[src/rtl/pe_tile_pkg.sv]
// Shared types for the parametrised PE tile: opcodes, config module ids, sides, SB select encoding.
// Pure declarations; no timing or flow control of its own.
package pe_tile_pkg;

  typedef enum logic [1:0] {
    OP_AND = 2'd0,
    OP_OR  = 2'd1,
    OP_XOR = 2'd2,
    OP_ADD = 2'd3
  } pe_op_e;

  localparam logic [7:0] MOD_CLB    = 8'd4;
  localparam logic [7:0] MOD_CB1    = 8'd5;
  localparam logic [7:0] MOD_CB0    = 8'd6;
  localparam logic [7:0] MOD_SB     = 8'd7;
  localparam logic [7:0] MOD_SB_REG = 8'd8;
  localparam logic [7:0] MOD_CTRL   = 8'd9;

  typedef enum logic [1:0] {
    SIDE_N = 2'd0,
    SIDE_E = 2'd1,
    SIDE_S = 2'd2,
    SIDE_W = 2'd3
  } side_e;

  localparam int NUM_SIDES = 4;

  // Non-zero selects rotate clockwise from the output's own side.
  typedef enum logic [1:0] {
    SB_SEL_PE   = 2'd0,
    SB_SEL_ROT1 = 2'd1,
    SB_SEL_ROT2 = 2'd2,
    SB_SEL_ROT3 = 2'd3
  } sb_sel_e;

  typedef struct packed {
    logic [3:0]  rsvd;
    logic [3:0]  word;
    logic [7:0]  mod_id;
    logic [15:0] tile;
  } cfg_addr_t;

  function automatic int sb_src_side(input int side, input int rot);
    return (side + rot) % NUM_SIDES;
  endfunction

endpackage

[src/rtl/connect_box_param.sv]
// Connect box: select register plus 2*TRACKS:1 mux over north inputs then north outputs.
// Mux is combinational (0 cycles); select updates on the write edge; no backpressure.
module connect_box_param #(
  parameter int WIDTH    = 1,
  parameter int TRACKS   = 4,
  parameter int CB_SEL_W = $clog2(2*TRACKS)
) (
  input  logic                     clk,
  input  logic                     reset,
  input  logic                     cfg_we_i,
  input  logic [CB_SEL_W-1:0]      cfg_sel_i,
  input  logic [TRACKS*WIDTH-1:0]  in_trk_i,
  input  logic [TRACKS*WIDTH-1:0]  out_trk_i,
  output logic [CB_SEL_W-1:0]      sel_o,
  output logic [WIDTH-1:0]         dat_o
);

  logic [CB_SEL_W-1:0] sel_q, sel_d;

  assign sel_d = cfg_we_i ? cfg_sel_i : sel_q;
  assign sel_o = sel_q;

  always_ff @(posedge clk or negedge reset) begin
    if (!reset) sel_q <= '0;
    else        sel_q <= sel_d;
  end

  // Selects at or beyond 2*TRACKS fall through to zero.
  always_comb begin
    dat_o = '0;
    for (int k = 0; k < TRACKS; k++) begin
      if (int'(sel_q) == k)          dat_o = in_trk_i[k*WIDTH +: WIDTH];
      if (int'(sel_q) == TRACKS + k) dat_o = out_trk_i[k*WIDTH +: WIDTH];
    end
  end

endmodule

[src/rtl/pe_tile_param.sv]
// Fabric tile: 4-op PE fed by two connect boxes, switch box with per-output optional flop, config r/w.
// PE and readback are 1-cycle registered; SB outputs 0 or 1 cycle; no backpressure on any path.
module pe_tile_param
  import pe_tile_pkg::*;
#(
  parameter int WIDTH    = 1,
  parameter int TRACKS   = 4,
  parameter int CB_SEL_W = $clog2(2*TRACKS)
) (
  input  logic                       clk,
  input  logic                       reset,
  input  logic [15:0]                tile_id,
  input  logic [31:0]                config_addr,
  input  logic [31:0]                config_data,
  input  logic                       config_wr,
  input  logic                       config_rd,
  output logic [31:0]                config_rd_data,
  output logic                       config_rd_valid,
  input  logic [4*TRACKS*WIDTH-1:0]  in_wires,
  output logic [4*TRACKS*WIDTH-1:0]  out_wires
);

  localparam int NOUT   = NUM_SIDES * TRACKS;
  localparam int TRK_W  = TRACKS * WIDTH;
  localparam int N_BASE = int'(SIDE_N) * TRK_W;

  cfg_addr_t addr;
  logic      tile_hit, wr_hit, rd_hit, word0;
  logic      unused_addr_bits;

  pe_op_e                     op_q, op_d;
  logic                       pe_en_q, pe_en_d;
  logic [WIDTH-1:0]           pe_q, pe_d, pe_res, op0, op1;
  logic [NOUT-1:0][1:0]       sb_sel_q, sb_sel_d;
  logic [NOUT-1:0]            sb_reg_q, sb_reg_d;
  logic [NOUT-1:0][WIDTH-1:0] sb_mux, sb_flop_q;
  logic [31:0]                rd_word, rd_dat_q;
  logic                       rd_vld_q;
  logic [CB_SEL_W-1:0]        cb0_sel, cb1_sel;
  logic                       cb0_we, cb1_we;

  assign addr             = cfg_addr_t'(config_addr);
  assign unused_addr_bits = ^addr.rsvd;
  assign tile_hit         = (addr.tile == tile_id);
  assign wr_hit           = config_wr && tile_hit;
  assign rd_hit           = config_rd && tile_hit;
  assign word0            = (addr.word == 4'd0);
  assign cb0_we           = wr_hit && word0 && (addr.mod_id == MOD_CB0);
  assign cb1_we           = wr_hit && word0 && (addr.mod_id == MOD_CB1);

  connect_box_param #(.WIDTH(WIDTH), .TRACKS(TRACKS), .CB_SEL_W(CB_SEL_W)) cb0 (
    .clk       (clk),
    .reset     (reset),
    .cfg_we_i  (cb0_we),
    .cfg_sel_i (config_data[CB_SEL_W-1:0]),
    .in_trk_i  (in_wires[N_BASE +: TRK_W]),
    .out_trk_i (out_wires[N_BASE +: TRK_W]),
    .sel_o     (cb0_sel),
    .dat_o     (op0)
  );

  // Feedback from out_wires is safe: every SB source is an input or a flop.
  connect_box_param #(.WIDTH(WIDTH), .TRACKS(TRACKS), .CB_SEL_W(CB_SEL_W)) cb1 (
    .clk       (clk),
    .reset     (reset),
    .cfg_we_i  (cb1_we),
    .cfg_sel_i (config_data[CB_SEL_W-1:0]),
    .in_trk_i  (in_wires[N_BASE +: TRK_W]),
    .out_trk_i (out_wires[N_BASE +: TRK_W]),
    .sel_o     (cb1_sel),
    .dat_o     (op1)
  );

  always_comb begin
    op_d     = op_q;
    pe_en_d  = pe_en_q;
    sb_sel_d = sb_sel_q;
    sb_reg_d = sb_reg_q;
    if (wr_hit) begin
      case (addr.mod_id)
        MOD_CLB:  if (word0) op_d = pe_op_e'(config_data[1:0]);
        MOD_CTRL: if (word0) pe_en_d = config_data[0];
        MOD_SB: begin
          for (int o = 0; o < NOUT; o++)
            if (addr.word == 4'(o / 16)) sb_sel_d[o] = config_data[2*(o%16) +: 2];
        end
        MOD_SB_REG: begin
          for (int o = 0; o < NOUT; o++)
            if (addr.word == 4'(o / 32)) sb_reg_d[o] = config_data[o%32];
        end
        default: ;
      endcase
    end
  end

  always_comb begin
    pe_res = '0;
    case (op_q)
      OP_AND:  pe_res = op0 & op1;
      OP_OR:   pe_res = op0 | op1;
      OP_XOR:  pe_res = op0 ^ op1;
      OP_ADD:  pe_res = op0 + op1;
      default: pe_res = '0;
    endcase
  end

  assign pe_d = pe_en_q ? pe_res : pe_q;

  always_comb begin
    sb_mux = '0;
    for (int s = 0; s < NUM_SIDES; s++) begin
      for (int t = 0; t < TRACKS; t++) begin
        if (sb_sel_q[s*TRACKS+t] == SB_SEL_PE)
          sb_mux[s*TRACKS+t] = pe_q;
        else
          sb_mux[s*TRACKS+t] =
            in_wires[(sb_src_side(s, int'(sb_sel_q[s*TRACKS+t]))*TRACKS + t)*WIDTH +: WIDTH];
      end
    end
  end

  always_comb begin
    out_wires = '0;
    for (int o = 0; o < NOUT; o++)
      out_wires[o*WIDTH +: WIDTH] = sb_reg_q[o] ? sb_flop_q[o] : sb_mux[o];
  end

  // Reads see pre-write state, so a same-cycle read/write returns the old word.
  always_comb begin
    rd_word = '0;
    case (addr.mod_id)
      MOD_CLB:  if (word0) rd_word[1:0] = op_q;
      MOD_CB1:  if (word0) rd_word[CB_SEL_W-1:0] = cb1_sel;
      MOD_CB0:  if (word0) rd_word[CB_SEL_W-1:0] = cb0_sel;
      MOD_CTRL: if (word0) rd_word[0] = pe_en_q;
      MOD_SB: begin
        for (int o = 0; o < NOUT; o++)
          if (addr.word == 4'(o / 16)) rd_word[2*(o%16) +: 2] = sb_sel_q[o];
      end
      MOD_SB_REG: begin
        for (int o = 0; o < NOUT; o++)
          if (addr.word == 4'(o / 32)) rd_word[o%32] = sb_reg_q[o];
      end
      default: ;
    endcase
  end

  always_ff @(posedge clk or negedge reset) begin
    if (!reset) begin
      op_q      <= OP_AND;
      pe_en_q   <= 1'b1;
      pe_q      <= '0;
      sb_sel_q  <= '0;
      sb_reg_q  <= '0;
      sb_flop_q <= '0;
      rd_dat_q  <= '0;
      rd_vld_q  <= 1'b0;
    end else begin
      op_q      <= op_d;
      pe_en_q   <= pe_en_d;
      pe_q      <= pe_d;
      sb_sel_q  <= sb_sel_d;
      sb_reg_q  <= sb_reg_d;
      sb_flop_q <= sb_mux;
      rd_vld_q  <= rd_hit;
      if (rd_hit) rd_dat_q <= rd_word;
    end
  end

  assign config_rd_data  = rd_dat_q;
  assign config_rd_valid = rd_vld_q;

endmodule

[config.mk]
export PLATFORM = sky130hd
export DESIGN_NAME = pe_tile_param
export DESIGN_NICKNAME = d
export VERILOG_FILES = /design/src/rtl/pe_tile_pkg.sv /design/src/rtl/connect_box_param.sv /design/src/rtl/pe_tile_param.sv
export SDC_FILE = /design/constraint.sdc
export NUM_CORES = 1
export LEC_CHECK = 0
export ABC_AREA = 1
export CORE_MARGIN = 5
export CORE_UTILIZATION = 54
export DETAILED_ROUTE_END_ITERATION = 7
export GPL_ROUTABILITY_DRIVEN = 0
export MAX_ROUTING_LAYER = met4
export PLACE_DENSITY = 0.91
export SLEW_MARGIN = 20
export SYNTH_ARGS = -nofsm -noshare
export SYNTH_HDL_FRONTEND = slang
export SYNTH_HIERARCHICAL = 1
export SYNTH_SLANG_ARGS = --single-unit
[constraint.sdc]
create_clock -name clk -period 3.23 [get_ports clk]
set_input_delay 0.646 -clock clk [delete_from_list [all_inputs] [get_ports clk]]
set_output_delay 0.646 -clock clk [all_outputs]
set_load 0.01 [all_outputs]
Word-level counts from Yosys, hierarchy flattened
Cells that the tools add are included.
- bits of input ports: 100
- latch bits: 0
- RAM bits: 0
- ROM bits: 0
- output and inout port bits: 49
- memories kept: 0
- flip-flop bits (word level): 107
- add/subtract/negate cells: 25
- shifts and indexed selects: 16
- multiplexer cells: 90
- $mul: 0
- bitwise operators: 15
- eq/ne operators: 24
- div/mod/pow operators: 0
- $lt $le $gt $ge: 0
- reductions and logical operators: 41
- operators by type and width (operator ; number):
    16-bit by 6-bit indexed part select with 1-bit output ; 12
    1-bit 2-to-1 mux ; 65
    16-bit by 5-bit indexed part select with 1-bit output ; 4
    5-bit by 3-bit adder with 6-bit output, second input constant ; 6
    2-bit zero test ; 17
    2-bit 2-to-1 mux ; 17
    8-bit by 3-bit == test with 1-bit output, second input constant ; 4
    13-bit one-hot mux with 2 select lines ; 1
    3-bit == test, second input constant ; 8
    2-bit OR reduction ; 12
    5-bit by 2-bit adder with 6-bit output, second input constant ; 3
    2-bit adder, first input constant ; 8
    16-bit == test ; 1
    8-bit by 4-bit == test with 1-bit output, second input constant ; 2
    16-bit 2-to-1 mux ; 1
    1-bit AND, first input constant ; 12
    3-bit by 2-bit == test with 1-bit output, second input constant ; 4
    3-bit AND reduction ; 4
    4-bit by 2-bit adder with 5-bit output, second input constant ; 2
    1-bit by 2-bit adder with 2-bit output, first input constant ; 4
    1-bit one-hot mux with 4 select lines ; 2
    3-bit by 1-bit == test with 1-bit output, second input constant ; 2
    3-bit zero test ; 2
    3-bit 2-to-1 mux ; 2
    other kinds (11) ; 16

Depth between registers and ports, before layout
Gate-level depths: netlist of the first run.
- depth in word-level cells: 12
- gate-level depth with buffers: 14
- depth with buffers taken out: 14

Hierarchy
Netlist of the first run, hierarchy kept.
- modules (own cells, without submodules) (module ; seq. area each (um^2) ; cells an instance ; area an instance (um^2) ; times used):
    pe_tile_param ; 2528.7 ; 760 ; 5709.2 ; 1
    connect_box_param ; 75.1 ; 27 ; 176.4 ; 2

Worst setup path after synthesis of the first run
No wires, ideal clock.
- path kind: input to register
- start: in in_wires[8]
- end: reg pe_q
- slack: 0.791 ns
- stages: 12
- library setup time: 0.129 ns
- data arrival time: 2.310 ns
- path through: inv_1 -> o21ai_0 -> a21oi_1 -> o31ai_1 -> nand2_1 -> nand3_1 -> nand3_1 -> nand2_1 -> inv_1 -> ha_1 -> a221oi_1 -> o21ai_0
- longest elaborated chain between the ends: 12
- elaborated cells on any way between the ends: 31
- classes of those cells: add/sub (1); shift (4); mux (23); bitwise (3)
- ends and longest elaborated chain (item ; RTL line ; RTL):
    start, declared ; pe_tile_param.sv:19 ; input logic [4*TRACKS*WIDTH-1:0] in_wires,
    16-bit by 5-bit indexed part select with 1-bit output (*) ; pe_tile_param.sv:117 ; in_wires[(sb_src_side(s, int'(sb_sel_q[s*TRACKS+t]))*TRACKS + t)*WIDTH +: WIDTH];
    1-bit 2-to-1 mux (*) ; pe_tile_param.sv:113 ; if (sb_sel_q[s*TRACKS+t] == SB_SEL_PE)
    1-bit 2-to-1 mux (*) ; pe_tile_param.sv:125 ; out_wires[o*WIDTH +: WIDTH] = sb_reg_q[o] ? sb_flop_q[o] : sb_mux[o];
    net out_wires[0] ; pe_tile_param.sv:20 ; output logic [4*TRACKS*WIDTH-1:0] out_wires
    1-bit 2-to-1 mux (*) ; connect_box_param.sv:33 ; if (int'(sel_q) == TRACKS + k) dat_o = out_trk_i[k*WIDTH +: WIDTH];
    1-bit 2-to-1 mux (*) ; connect_box_param.sv:32 ; if (int'(sel_q) == k) dat_o = in_trk_i[k*WIDTH +: WIDTH];
    1-bit 2-to-1 mux (*) ; connect_box_param.sv:33 ;
    1-bit 2-to-1 mux (*) ; connect_box_param.sv:32 ;
    1-bit 2-to-1 mux (*) ; connect_box_param.sv:33 ;
    1-bit 2-to-1 mux (*) ; connect_box_param.sv:32 ;
    1-bit 2-to-1 mux (*) ; connect_box_param.sv:33 ;
    net op0 ; pe_tile_param.sv:33 ; logic [WIDTH-1:0] pe_q, pe_d, pe_res, op0, op1;
    1-bit adder, or another cell as far along ; pe_tile_param.sv:102 ; OP_ADD: pe_res = op0 + op1;
    1-bit one-hot mux with 4 select lines (*) ; pe_tile_param.sv:98 ; case (op_q)
    end signal, assigned ; pe_tile_param.sv:161 ; pe_q <= pe_d;
    end, declared ; pe_tile_param.sv:33 ;
The timed path passes the listed nets; every way through them passes the cells marked *.
A chain may end at the register's enable or synchronous reset.

==> results.md, run 1 <==
- Synth top area share: a little over two fifths
- Startpoint types: register
- Initial antenna violation count: 0
- # diodes: 0
- Sequential share of the synthesized area: 44.2%
- DR vias: ~6,400
- Nets@finish: around 1,100
- Slowest cell delay on critical path: approximately 560 ps
- TritonCTS Buffers: 9
- Largest family of logic cells by synthesized area: simple AND/OR/NAND/NOR gates
- Inst Count DP: around 1,100
- Crit path buffers/inverters: 2
- Layout Cells excl Fill: 1,095
- Worst skew pair latency: 350 ps
- Post-synthesis register bit count: 107
- PortBufs: between 100 and 150
- # DRC: 0
- Worst Max-Slew Pin Slew: 765 ps
- Post-synth EDFFs: 0
- Crit path from: pe_q
- # rows: 38
- Hold-fix buffers at CTS: 0
- Xor/xnor cell area share of the yosys netlist: 1.30%
- Total grt overflow: 0
- Pins over their slew limit: 0
- Drt first pass iters: 5
- Max_slew headroom: roughly 49%
- Post-Synth Adder-Cell Area: under 10%
- First-pass GRT wire length: about 29 mm
- R2R Path Start: pe_q
- Finished Cell Area: between 7000 and 8000 sq um
- CP max stage cell: inv_1
- Chip height: about 120 microns
- FFs w/ async S/R, synth: 100%
- Net Count, Synth: roughly 920
- DR vias/cell: between 5 and 6
- Worst-path clk slew: approximately 80 ps
- Yosys warning total: 6
- Critical Path Fanout Max: 16
- Final period utilization: a little over nine tenths
- Starting density of the core: approximately 55%
- Clock skew: approximately 9.4 ps
- Finish-stage setup viols: 0
- Post-route setup slack: between 80 and 90 ps
- Critical path required time: 2580 ps
- Area Overhead vs Synth: 31.5%
- Worst-path cell chain: inv_1 -> a21oi_1 -> o21ai_0 -> nand2_1 -> mux2_2 -> clkdlybuf4s50_1
- Netlist Area Pre-Place: 6060 sq um
- Main area contributors after synthesis: dfrtp_1 (44%), nand2_1 (17%), nand4_1 (5.8%)
- Final hold vios: 0
- Total negative slack: 0 ps
- Outcome: finished clean
- Mux cell area share after synthesis: 0.557%
- Mean post-synth cell area: ~7.4 sq um
- Dpl cell area: around 7600 sq um
- Layout cells sized above 1: ~6.5%
- Final ANT Viol Nets: 0
- Clock root cell: clkbuf_16
- Pin count of the biggest net entering global routing: 65
- Vias in the first global route: 6,168
- Max Fclk: ~320 MHz
- Compound-gate portion of the synthesized area: 10.7%
- WP data arrival: approximately 2500 ps
- RSZ-0062 raised after global routing: false
- CTS tree: yes
- Drt wl/cell: about 17 microns
- Cells after Synth: about 800
- Post-synthesis simple-gate area fraction: roughly 33%
- Cell with the most instances after synthesis: nand2_1
- Power per cell area: about 340 nW/um^2
- HP Class: input pin to asynchronous set/reset pin
- Post-route minimum period: 3140 ps
- Drt first-iter violations: ~970
- Crit path kind: register to output pin
- Cell variety after synth: 31
- LEAKAGE: approximately 3.8 nW
- Full die area: approximately 13,000 sq um
- CP Capture Type: output pin
- Synth Flop Type: dfrtp_1
- GR Util All Layers: approximately 28%
- Chip Width: roughly 120 microns
- Post-Route WL: ~18 mm
- I/O Pins: about 150
- HPWL after DPL: approximately 13 mm
- Clock Sinks: 107
- Peak VDD IR: roughly 0.22 mV
- Core area: around 11,000 sq um
- Pre-CTS setup slack: approximately 35 ps
- Largest area contributor in the netlist: dfrtp_1
- Synth top cells by count: nand2_1 (280), dfrtp_1 (106), inv_1 (75), nor2_1 (58), nand4_1 (56)
- Htree depth: 3
- Top delay family on crit path: buffers and inverters
- Clock Path Buffers: 2
- Max_cap viols: 0
==> layout by cell type, fill, tap and decap left out, types with 6 or more instances in the layout <==
cell               n
clkbuf_16          9
o211ai_1          11
clkdlybuf4s50_1  137
inv_2              6
ha_1              10
nor2_1            56
o21ai_0           31
dlymetal6s2s_1     6
nand3_1           53
buf_4             15
inv_1             75
a21oi_1           29
dfrtp_1          104
a22o_1            13
nand4_1           56
nand2_1          280
==> stage by stage <==
stage,hold slack (ps),power [W],utilization (%)
floorplan,350,0.00143,-
global placement,463,0.00162,69.9
detailed placement,466,0.00162,69.9
CTS,333,0.00269,72.6
global route,353,0.00277,72.9
finish,305,0.00269,72.9
==> cell families after synthesis <==
| logic type | after synthesis |
|---|---|
| buffers and inverters | 120 |
| xor gates and xnor gates | 9 |
| and+or+nand+nor | 459 |
| AOI/OAI and AO/OA | 106 |
| adders and majority gates | 10 |
| DFF | 107 |
| muxes | 3 |
==> layout make-up <==
class	count	area (sq um)
well taps	140	175
fillers	818	2960
repair buffers	160	1600
flip-flops and latches	107	2680
clock inverters	5	41.3
inverters	85	319
multi-input cells	587	2900
clock buffers	11	253
==> where the power goes <==
part | internal (W) | leakage (nW) | switching (W)
combinational | 0.000135 | 2.32 | 0.000122
sequential | 0.00134 | 1.37 | 0.0000000714
clock | 0.000575 | 0.139 | 0.000522
total | 0.00205 | 3.83 | 0.000644
==> routing by layer <==
| metal | global-route usage, % | vias up | part of all wire (%) |
|---|---|---|---|
| met3 | 5.01 | 63 | 9.5 |
| li1 | - | 2957 | - |
| met5 | - | - | 0 |
| met2 | 46.2 | 389 | 48 |
| met4 | 11.0 | 0 | 3.0 |
| met1 | 35.0 | 2944 | 39 |
==> registers in the layout (all words and copies together) (netlist names) <==
register         cells
config_rd_valid      1
cb0/sel_o            3
sb_sel_q            32
sb_flop_q           16
config_rd_data      32
pe_q                 1
sb_reg_q            16
cb1/sel_o            3
pe_en_q              1
op_q                 2
==> repair_timing <==
| action | 4_1_cts | 5_1_grt |
|---|---|---|
| setup endpoints to repair | 0 | 7 |
| buffers inserted | 0 | 0 |
| resized for setup | 0 | 11 |
| hold endpoints to repair | 0 | 0 |
==> path summary, 6_finish.rpt <==
check,endpoint,slack (ps),cells past startpoint
min,config_rd_data[23],300,1
max,out_wires[3],90,6
min reg2reg,config_rd_data[6],480,2
max in group asynchronous,pe_en_q,2130,2
max reg2reg,pe_q,460,13
min in group clk,config_rd_data[6],480,2
Power figures use the tool's default switching activity.
==> run 2, diff against run 1 <==
--- a/config.mk
+++ b/config.mk
@@ -6,12 +6,15 @@
 export NUM_CORES = 1
 export LEC_CHECK = 0
 export ABC_AREA = 1
+export CORE_ASPECT_RATIO = 2
 export CORE_MARGIN = 5
 export CORE_UTILIZATION = 54
 export DETAILED_ROUTE_END_ITERATION = 7
 export GPL_ROUTABILITY_DRIVEN = 0
 export MAX_ROUTING_LAYER = met4
 export PLACE_DENSITY = 0.91
+export RECOVER_POWER = 50
+export REMOVE_ABC_BUFFERS = 1
 export SLEW_MARGIN = 20
 export SYNTH_ARGS = -nofsm -noshare
 export SYNTH_HDL_FRONTEND = slang
==> run 2 against run 1 <==
Net effect: first-iteration DRC count down 45%; sequential power about the same; cell area is essentially flat; fmax fell by 0.31%; non-clock buffer count did not move; sequential share of layout area rose by 0.068 points; clock skew is 1.5 ps higher; register-to-register slack better by 310 ps; cell count unchanged; critical path depth did not move; hold slack better by 170 ps; largest power group unchanged; highest routed layer unchanged.
==> results.md, run 2 (synthesis results as in run 1) <==
- Outcome: finished clean
- LEAKAGE: around 3.9 nW
- Clock Sinks: 107
- Clock skew: 10.8 ps
- Worst-path clk slew: ~70 ps
- Chip Width: about 85 microns
- First-pass GRT wire length: between 20 and 30 mm
- Starting density of the core: ~55%
- PortBufs: between 100 and 150
- Full die area: 13,600 sq um
- CP max stage cell: clkdlybuf4s50_1
- Combinational power share: 9.3%
- Power per cell area: between 300 and 400 nW/um^2
- DR vias: about 6,300
- Commonest non-fill, non-tap cell in the layout: nand2_1
- Crit path buffers/inverters: 3
- I/O Pins: roughly 150
- CP Capture Type: output pin
- Post-Route WL: about 18 mm
- WP data arrival: 2510 ps
- Critical Path Fanout Max: 3
- Clock power frac: 41.5%
- Post-layout util: about 73%
- Commonest cells after routing, fill and taps aside: nand2_1 (280), clkdlybuf4s50_1 (128), dfrtp_1 (99), inv_1 (75)
- RSZ-0062 raised after global routing: false
- Area Overhead vs Synth: 31.5%
- Finish-stage setup viols: 0
- Vias in the first global route: about 6,200
- Post-route minimum period: 3150 ps
- Crit path kind: input pin to output pin
- # DRC: 0
- Htree depth: 3
- Post-route setup slack: approximately 79 ps
- Worst skew pair latency: approximately 360 ps
- Pins over their slew limit: 0
- Max_cap viols: 0
- Stages on worst setup path: 6
- Inst Count DP: roughly 1,100
- Peak VDD IR: 0.245 mV
- Layout cells sized above 1: 7.02%
- Clock root cell: clkbuf_16
- Pre-CTS setup slack: about 48 ps
- Nets@finish: 1,060
- Final period utilization: between 90% and 100%
- Final hold vios: 0
- Clock Path Buffers: 2
- Critical path required time: ~2600 ps
- Pin count of the biggest net entering global routing: 57
- Core area: 10,900 sq um
- Fillers: approximately 820
- Total grt overflow: 0
- Power consumption: 0.00273 W
- Initial antenna violation count: 0
- Max Fclk: 317 MHz
- Drt first pass iters: 5
- Hold path cells: 2
- Final ANT Viol Nets: 0
- Startpoint types: input pin
- Sw Share: about a quarter
- Most frequent CP cell: clkdlybuf4s50_1
- Worst-path cell chain: clkdlybuf4s50_1 -> inv_1 -> o21ai_0 -> a21oi_1 -> o31ai_1 -> clkdlybuf4s50_1
- # rows: between 50 and 60
- Int Pwr: around 0.0021 W
- CTS tree: yes
- Drt wl/cell: about 16 microns
- Top delay family on crit path: buffers and inverters
- HP Class: register to register
- HPWL after DPL: 12.8 mm
- Reg2reg path depth: 13
- Layout Cells excl Fill: between 1,000 and 1,500
- TritonCTS Buffers: 9
- # diodes: 0
- Drt first-iter violations: 532
- Chip height: roughly 160 microns
- Slowest cell delay on critical path: around 600 ps
- Net Sw Power: ~0.00065 W
- Post-CTS setup buffers: 0
- DR vias/cell: between 5 and 6
- GR Util All Layers: a little over a quarter
- Max_slew headroom: under 10%
- Flop pwr share: slightly below 50%
- Worst Max-Slew Pin Slew: approximately 1400 ps
## run 2: cell types whose count changed in the layout (fill, tap and decap cells not counted), sizes merged
cell	change
clkdlybuf4s50	-9
dlygate4sd3	+11
clkinv	+4
dlymetal6s2s	-2
bufinv	+1
buf	-2
inv	-1
clkinvlp	-2
## run 2: tightest hold or removal path, cell delays in order (launching register included)
cell and delay, ps:
dfrtp_1 340, nand2_1 50, nand2_1 50
## run 2: path summary, 6_finish.rpt
| kind | slack, ps | startpoint | end |
|---|---|---|---|
| setup / recovery | 80 | in_wires[1] | out_wires[9] |
| hold / removal | 470 | config_rd_data[5] | config_rd_data[5] |
| setup reg to reg | 770 | pe_q | pe_q |
| hold reg to reg | 470 | config_rd_data[5] | config_rd_data[5] |
| max in group asynchronous | 570 | reset | sb_sel_q[26] |
| min in group asynchronous | 600 | reset | cb0/sel_o[2] |
## run 2: cell type report
type	count	area [sq um]	share of cell area, %
clock buffers	9	225	2.82
repair buffers	160	1590	19.9
well taps	140	175	2.20
inverters	85	319	4.00
multi-input cells	587	2900	36.4
flip-flops and latches	107	2690	33.7
clock inverters	7	75.1	0.941
## run 2: through the flow
| step | area (sq um) | hold WS (ps) | setup TNS, ps |
|---|---|---|---|
| global route | 7970 | 504 | 0 |
| global placement | 7660 | 461 | 0 |
| floorplan | 5870 | 350 | -41880 |
| detailed placement | 7660 | 464 | 0 |
| finish | 7970 | 473 | 0 |
| CTS | 7960 | 370 | 0 |
## run 2: power by group through the flow
stage	clock, W	sequential, W	combinational [W]
after floorplan	0	0.00137	0.0000663
after global placement	0	0.00137	0.000252
after detailed placement	0	0.00137	0.000257
after CTS	0.00113	0.00134	0.000258
after global routing	0.00119	0.00134	0.000277
final	0.00113	0.00134	0.000255
## run 2: layer usage
metal	track usage [%]	wire length (microns)	vias to the layer above
li1	-	-	2961
met2	48.6	9650	362
met3	3.92	1320	73
met4	14.8	960	0
met5	-	0	-
met1	28.4	5920	2915
## run 2: timing repair
item / in CTS / in global routing
endpoints found under the hold margin: 0 / 0
endpoints found under the setup margin: 0 / 9
hold buffers: 0 / 0
resized for setup: 0 / 14
